File: config.mk
export PLATFORM = sky130hd
export DESIGN_NAME = box_renderer
export DESIGN_NICKNAME = d
export VERILOG_FILES = /design/src/rtl/box_renderer.sv
export SDC_FILE = /design/constraint.sdc
export NUM_CORES = 1
export LEC_CHECK = 0
export CAP_MARGIN = 20
export CELL_PAD_IN_SITES_DETAIL_PLACEMENT = 0
export CELL_PAD_IN_SITES_GLOBAL_PLACEMENT = 1
export CORE_MARGIN = 2
export CORE_UTILIZATION = 35
export DETAILED_ROUTE_END_ITERATION = 10
export PLACE_DENSITY_LB_ADDON = 0.1
export SLEW_MARGIN = 20
export SYNTH_ARGS = -nofsm -noshare
export SYNTH_HDL_FRONTEND = slang
export SYNTH_SLANG_ARGS = --single-unit
export TNS_END_PERCENT = 100
File: constraint.sdc
create_clock -name clk -period 3.1 [get_ports clk]
set_input_delay 0.62 -clock clk [delete_from_list [all_inputs] [get_ports clk]]
set_output_delay 0.62 -clock clk [all_outputs]
set_load 0.01 [all_outputs]
File: src/rtl/box_renderer.sv
// box_renderer
//
// Turns each new vertical position of the game box into a burst of VGA
// adapter pixel writes. On every game tick it first repaints the box at its
// previous position in the background colour, then paints it at the new
// position in the box colour. It runs on the fast system clock and emits
// one pixel per cycle.
//
// Ports:
//   clk          system clock (pixel-write rate)
//   resetn       asynchronous, active-low reset
//   frame_tick   one-cycle pulse per game tick (clk domain)
//   y_coordinate top row of the box, from the position register
//   x_out        pixel column to the VGA adapter
//   y_out        pixel row to the VGA adapter
//   colour       pixel colour to the VGA adapter
//   plot         write strobe; x_out/y_out/colour form a valid pixel while high
//   busy         high whenever the FSM is not in IDLE
//   frame_done   one-cycle pulse when a frame update completes
//
// Handshake: frame_tick is a request with no back-pressure. It is accepted
// only on an edge where busy is low; a tick seen while busy is high is
// dropped, never queued. plot is a pure valid strobe: the adapter cannot
// stall the renderer, so each pixel is presented for exactly one cycle.

module box_renderer #(
  parameter logic [7:0] BOX_X      = 8'd30,
  parameter int         BOX_SIZE   = 4,
  parameter logic [2:0] BOX_COLOUR = 3'b110,
  parameter logic [2:0] BG_COLOUR  = 3'b000,
  parameter logic [6:0] Y_MAX      = 7'd119
) (
  input  logic       clk,
  input  logic       resetn,
  input  logic       frame_tick,
  input  logic [6:0] y_coordinate,
  output logic [7:0] x_out,
  output logic [6:0] y_out,
  output logic [2:0] colour,
  output logic       plot,
  output logic       busy,
  output logic       frame_done
);

  // Highest top row that still keeps the whole box on screen.
  localparam logic [6:0] Y_TOP_MAX = 7'(int'(Y_MAX) - BOX_SIZE + 1);
  localparam logic [3:0] LAST_IDX  = 4'(BOX_SIZE - 1);

  typedef enum logic [1:0] {
    IDLE  = 2'd0,
    ERASE = 2'd1,
    DRAW  = 2'd2,
    DONE  = 2'd3
  } state_t;

  state_t     state, state_n;
  logic [3:0] row, row_n;
  logic [3:0] col, col_n;
  logic [6:0] new_y, new_y_n;
  logic [6:0] old_y, old_y_n;
  logic       old_valid, old_valid_n;
  logic [7:0] x_n;
  logic [6:0] y_n;
  logic [2:0] colour_n;
  logic       plot_n;
  logic       busy_n;
  logic       frame_done_n;
  logic       last_px;

  assign last_px = (row == LAST_IDX) && (col == LAST_IDX);

  always_comb begin
    state_n      = state;
    row_n        = row;
    col_n        = col;
    new_y_n      = new_y;
    old_y_n      = old_y;
    old_valid_n  = old_valid;
    x_n          = x_out;
    y_n          = y_out;
    colour_n     = colour;
    plot_n       = 1'b0;
    frame_done_n = 1'b0;

    case (state)
      IDLE: begin
        if (frame_tick) begin
          // Upstream can overshoot the bottom edge; pin the box on screen.
          new_y_n = (y_coordinate > Y_TOP_MAX) ? Y_TOP_MAX : y_coordinate;
          row_n   = 4'd0;
          col_n   = 4'd0;
          // Nothing has been drawn since reset, so there is nothing to erase.
          state_n = old_valid ? ERASE : DRAW;
        end
      end

      ERASE, DRAW: begin
        plot_n   = 1'b1;
        x_n      = BOX_X + {4'd0, col};
        y_n      = ((state == ERASE) ? old_y : new_y) + {3'd0, row};
        colour_n = (state == ERASE) ? BG_COLOUR : BOX_COLOUR;
        if (last_px) begin
          row_n   = 4'd0;
          col_n   = 4'd0;
          state_n = (state == ERASE) ? DRAW : DONE;
        end else if (col == LAST_IDX) begin
          col_n = 4'd0;
          row_n = row + 4'd1;
        end else begin
          col_n = col + 4'd1;
        end
      end

      DONE: begin
        frame_done_n = 1'b1;
        old_y_n      = new_y;
        old_valid_n  = 1'b1;
        state_n      = IDLE;
      end

      default: state_n = IDLE;
    endcase

    // busy is registered from the next state so it tracks the state register.
    busy_n = (state_n != IDLE);
  end

  always_ff @(posedge clk or negedge resetn) begin
    if (!resetn) begin
      state      <= IDLE;
      row        <= 4'd0;
      col        <= 4'd0;
      new_y      <= 7'd0;
      old_y      <= 7'd0;
      old_valid  <= 1'b0;
      x_out      <= 8'd0;
      y_out      <= 7'd0;
      colour     <= 3'd0;
      plot       <= 1'b0;
      busy       <= 1'b0;
      frame_done <= 1'b0;
    end else begin
      state      <= state_n;
      row        <= row_n;
      col        <= col_n;
      new_y      <= new_y_n;
      old_y      <= old_y_n;
      old_valid  <= old_valid_n;
      x_out      <= x_n;
      y_out      <= y_n;
      colour     <= colour_n;
      plot       <= plot_n;
      busy       <= busy_n;
      frame_done <= frame_done_n;
    end
  end

endmodule

Yosys cells after proc, flatten, opt, wreduce, memory -nomap -nowiden:

Cells that the tools add are included.
Widths: inputs -> output; s select.

* word-level logic and storage cells: 49
* bits in registers: 46
* input bits: 10
* output and inout port bits: 21

* $lt $le $gt $ge: 1
* reduce and logical (&&, ||, !) cells: 8
* equality and inequality tests: 7
* add/subtract/negate cells: 4
* mux-type cells: 17

Operator list (count)
* $mux 4: 5
* $pmux 4 s2: 2
* $mux 7: 2
* $add 4x1->4 const B: 2
* $eq 4x2->1 const B: 2
* $add 7x4->7: 1
* $gt 7x7->1 const B: 1
* $add 5x4->6 const A: 1
* $mux 2: 3
* $pmux 2 s3: 1
* $eq 2x2->1 const B: 2
* $reduce_and 2->1: 2
* $reduce_bool 2->1: 2
* $mux 1: 3
* $mux 3: 1
* $ne 3x3->1 const B: 1
* $reduce_and 3->1: 1
* $eq 2x1->1 const B: 1
* $logic_not 2->1: 1
* $ne 2x2->1 const B: 1
* $reduce_or 2->1: 1
* $logic_and 1x1->1: 1

Logic depth before layout (Yosys ltp):

Gate-level depths: netlist (run 1).

* depth after elaboration: 5
* mapped depth: 11

Least setup slack after synthesis (run 1):

OpenSTA, ideal clock, no wires.

* path kind: reg2reg
* start: reg state[0]
* end: reg y_out[6]
* arrival time: 2.488 ns
* setup time: 0.125 ns
* path buffers: 1
* required time: 2.975 ns
* cell stages (with the launch flop): 11
* period minus slack after synthesis: 2.613 ns
* path slack: 0.487 ns
* cells stage by stage: dfrtp_1 > ha_1 > buf_2 > mux2_2 > ha_1 > inv_1 > fa_1 > nand2b_1 > a2111oi_1 > xnor2_1 > mux2_2

* cells in the longest elaborated chain, start to end: 3
* elaborated cells on any way between the ends: 5

RTL lines
* start: declaration: RTL line 56 `state_t state, state_n;`
* start signal: assignment: RTL line 143 `state <= state_n;`
* $eq 2x1->1: RTL line 85, 100
* $mux 7: RTL line 100 `y_n = ((state == ERASE) ? old_y : new_y) + {3'd0, row};`
* $add 7x4->7: RTL line 100
* end signal: assignment: RTL line 150 `y_out <= y_n;`
* end: declaration: RTL line 38 `output logic [6:0] y_out,`

Several ways; a longest one is shown, not always the timed one.
A chain may end at the register's enable or synchronous reset.

Worst setup path after layout (run 1):

* start: reg state[1]
* end: reg y_out[5]

Same word-level chain as after synthesis.

==> flow_summary_export.csv, run 1 <==
group,metric,value,unit
global_routing,gr-usage-met3,3.478,%
power,p_leak,1.174,nW
sta,relSlewSlack,36.78,%
logic_synthesis,synthArstFlopShare,100.0,%
clocking,cts_resized,0,
finish,layout_commonest_cell,"dfrtp_1",
routing,vias_per_cell,4.805,
sta,finalMaxSlewViolations,0,
clocking,post_cts_buffers,0,
global_routing,grt_pass1_vias,1460,
worst_setup_path,cp.required,3.34,ns
power,vdd_ir_drop_max,0.5030,mV
placed_design,hpwlAfterDp,2.953,mm
die,core_area,5921,um2
global_routing,grt_max_degree,43,
clocking,cts_sinks,42,
global_routing,track_usage,13.25,%
die,start_util,36.12,%
clocking,clk_pin_slew_worst_paths,0.08,ns
global_routing,met2_usage,22.85,%
die,fp.dieW,82.16,um
placed_design,globalplace.congestion,0.7399,
worst_setup_path,crit_path_start_kind,"flip-flop",
clocking,clockBufferDepth,2,
finish,area_growth,21.53,%
worst_setup_path,cp.arrival,2.90,ns
sta,final-setup-viol-count,0,
routing,vias,1432,
global_routing,grt_pass1_wl,6.706,mm
logic_synthesis,synth_top_area_share,49.15,%
hold_path,hp-class,"in -> async",
logic_synthesis,yosys_warnings,0,
power,internal_power,1.778,mW
sta,finalCritPeriodShare,85.69,%
logic_synthesis,syn_area,2138,um2
clocking,cts_tree,"done",
power,power_frac_seq,33.6,%
routing,remaining_drc_errors,0,
power,combinationalPowerShare,47.5,%
clocking,hold_buffers,0,
routing,drt_iter0_drc,71,
logic_synthesis,yosys.area.top_type,"dfrtp_1",
status,status,"finished clean",
sta,fin_hold_ws,0.4591,ns
sta,worstMarginPinSlew,0.9483,ns
routing,dr.pass1.iters,5,
placed_design,io_buffers,27,
logic_synthesis,ys.flop_type,"dfrtp_1",
sta,rsz0062_at_grt,"false",
power,sw_frac_of_total,35.71,%
sta,worst_slack,0.4436,ns
global_routing,grt_busiest_layer,"met2",
worst_setup_path,critPathMaxFanout,7,
die,row_count,28,
global_routing,antenna_found_initial,0,
worst_setup_path,critical_path_class,"reg -> reg",
power,netSwitchingPower,987.8,uW
logic_synthesis,synth.avg_cell_area,10.97,um2
logic_synthesis,ys_types,40,
sta,skew,0.005893,ns
clocking,cts_made_buffers,5,
routing,antenna_left,0,
logic_synthesis,synth-seq-cells,42,
power,power.density,1064,nW/um2
worst_setup_path,critPathCaptureType,"flip-flop",
routing,wirelength,3.947,mm
logic_synthesis,netlist_top_cells_area,"dfrtp_1 (49%), mux2_2 (10%), ha_1 (7.0%), mux2i_1 (4.2%), o21ai_0 (4.0%)",
sta,hold_violations,0,
finish,finalNetCount,245,
routing,post_drt_wl_per_cell,13.24,um
clocking,clk_latency,0.30,ns
logic_synthesis,synth-edff-count,0,
run,cap_viol_max_count,0,
clocking,cts-root-buf,"clkbuf_8",
finish,layout-drive-gt1-share,16.59,%
die,io_pins,31,
finish,antenna_cells,0,
logic_synthesis,synth_cells,195,
die,die-area,6750,um2
clocking,htreeDepth,2,
power,share_clk_of_total_power,18.8,%
die,fp.dieH,82.16,um
global_routing,overflow,0,
placed_design,pre_cts_slack,0.4318,ns
global_routing,met1_usage,16.03,%
sta,tns,0,ns
finish,layout_common_cells,"dfrtp_1 (42), clkdlybuf4s50_1 (26), mux2_2 (19)",
sta,timing.final.crit_period,2.656,ns
sta,fmax,376.5,MHz
logic_synthesis,synth-seq-area-share,49.15,%
==> Yosys cell counts, types with 2 or more instances <==
| master | count |
|---|---|
| dfrtp_1 | 42 |
| clkbuf_1 | 4 |
| ha_1 | 12 |
| o21ai_0 | 17 |
| mux2i_1 | 9 |
| inv_1 | 18 |
| buf_4 | 4 |
| xnor2_1 | 4 |
| nand2b_1 | 4 |
| nand3_1 | 4 |
| nor2_1 | 7 |
| nor3_1 | 2 |
| a21oi_1 | 5 |
| buf_2 | 2 |
| and3_1 | 2 |
| mux2_2 | 19 |
| a211oi_1 | 2 |
| nand2_1 | 15 |
| a21o_1 | 2 |
==> layer usage <==
metal  wire (um)  vias to the layer above
li1            -                      711
met1        1799                      691
met2        1942                       24
met3         147                        6
met4          57                        0
met5           0                        -
==> cells by family after synthesis <==
kind of cell / count (synthesis) / share of synthesized area (%)
fa+ha+maj: 13 / 7.958
xor+xnor: 4 / 1.638
simple gates: 44 / 10.83
mux: 28 / 14.22
flops: 42 / 49.15
buf+inv: 29 / 5.909
compound gates: 34 / 10.12
other cells: 1 / 0.1754
==> power by group through the flow <==
stage          clock network (mW)  logic, mW  registers [mW]
6_report                    0.521       1.32           0.930
5_1_grt                     0.562       1.48           0.963
4_1_cts                     0.534       1.34           0.934
3_5_place_dp                    0       1.34           0.944
3_3_place_gp                    0       1.30           0.932
2_1_floorplan                   0      0.878           0.952
==> worst max-delay path: stages, from the launching register on <==
cell and delay (ns):
dfrtp_1 0.40, inv_1 0.10, ha_1 0.18, buf_4 0.17, mux2_2 0.36, ha_1 0.29, a211oi_1 0.29, nor2_1 0.10
or4b_2 0.62, nand4_1 0.11
==> final timing paths <==
path | slack, ns | start | cells past startpoint | to
setup / recovery | 0.44 | state[1]$_DFF_PN0_ | 9 | y_out[5]$_DFFE_PN0P_
setup reg to reg | 0.44 | state[1]$_DFF_PN0_ | 9 | y_out[5]$_DFFE_PN0P_
max in group asynchronous | 2.05 | resetn | 1 | x_out[0]$_DFFE_PN0P_
hold reg to reg | 0.49 | old_valid$_DFFE_PN0P_ | 1 | old_valid$_DFFE_PN0P_
min in group clk | 0.49 | old_valid$_DFFE_PN0P_ | 1 | old_valid$_DFFE_PN0P_
hold / removal | 0.46 | resetn | 1 | y_out[4]$_DFFE_PN0P_
==> flip-flops by register name (all words and copies together), names as in the netlist <==
name	flops
new_y	7
old_y	7
old_valid	1
row	4
state	2
plot	1
y_out	7
x_out	6
colour	1
frame_done	1
busy	1
col	4
==> area by class of cell <==
class | instances | area, um2
inverter | 18 | 67.56
clock inverter | 3 | 68.82
tap | 75 | 93.84
sequential | 42 | 1051
multi-input combinational | 126 | 968.4
timing repair buffer | 29 | 280.3
fill | 571 | 3322
clock buffer | 5 | 68.82
==> stage by stage <==
step / total power, mW / instances / util [%] / cell area (um2)
CTS: 2.811 / 298 / 43.89 / 2599
floorplan: 1.831 / 197 / - / 2146
detailed placement: 2.281 / 290 / 41.57 / 2461
global route: 3.008 / 298 / 43.89 / 2599
global placement: 2.235 / 290 / 41.57 / 2461
finish: 2.766 / 298 / 43.89 / 2599
No activity file was read; power rests on OpenSTA's default activity.
==> run 2, diff against run 1 <==
CAP_MARGIN = 5   (was 20)
HOLD_SLACK_MARGIN = 0.02   (was default)
==> results of run 2 <==
Final layout, timing and power as in run 1 (identical DEF).
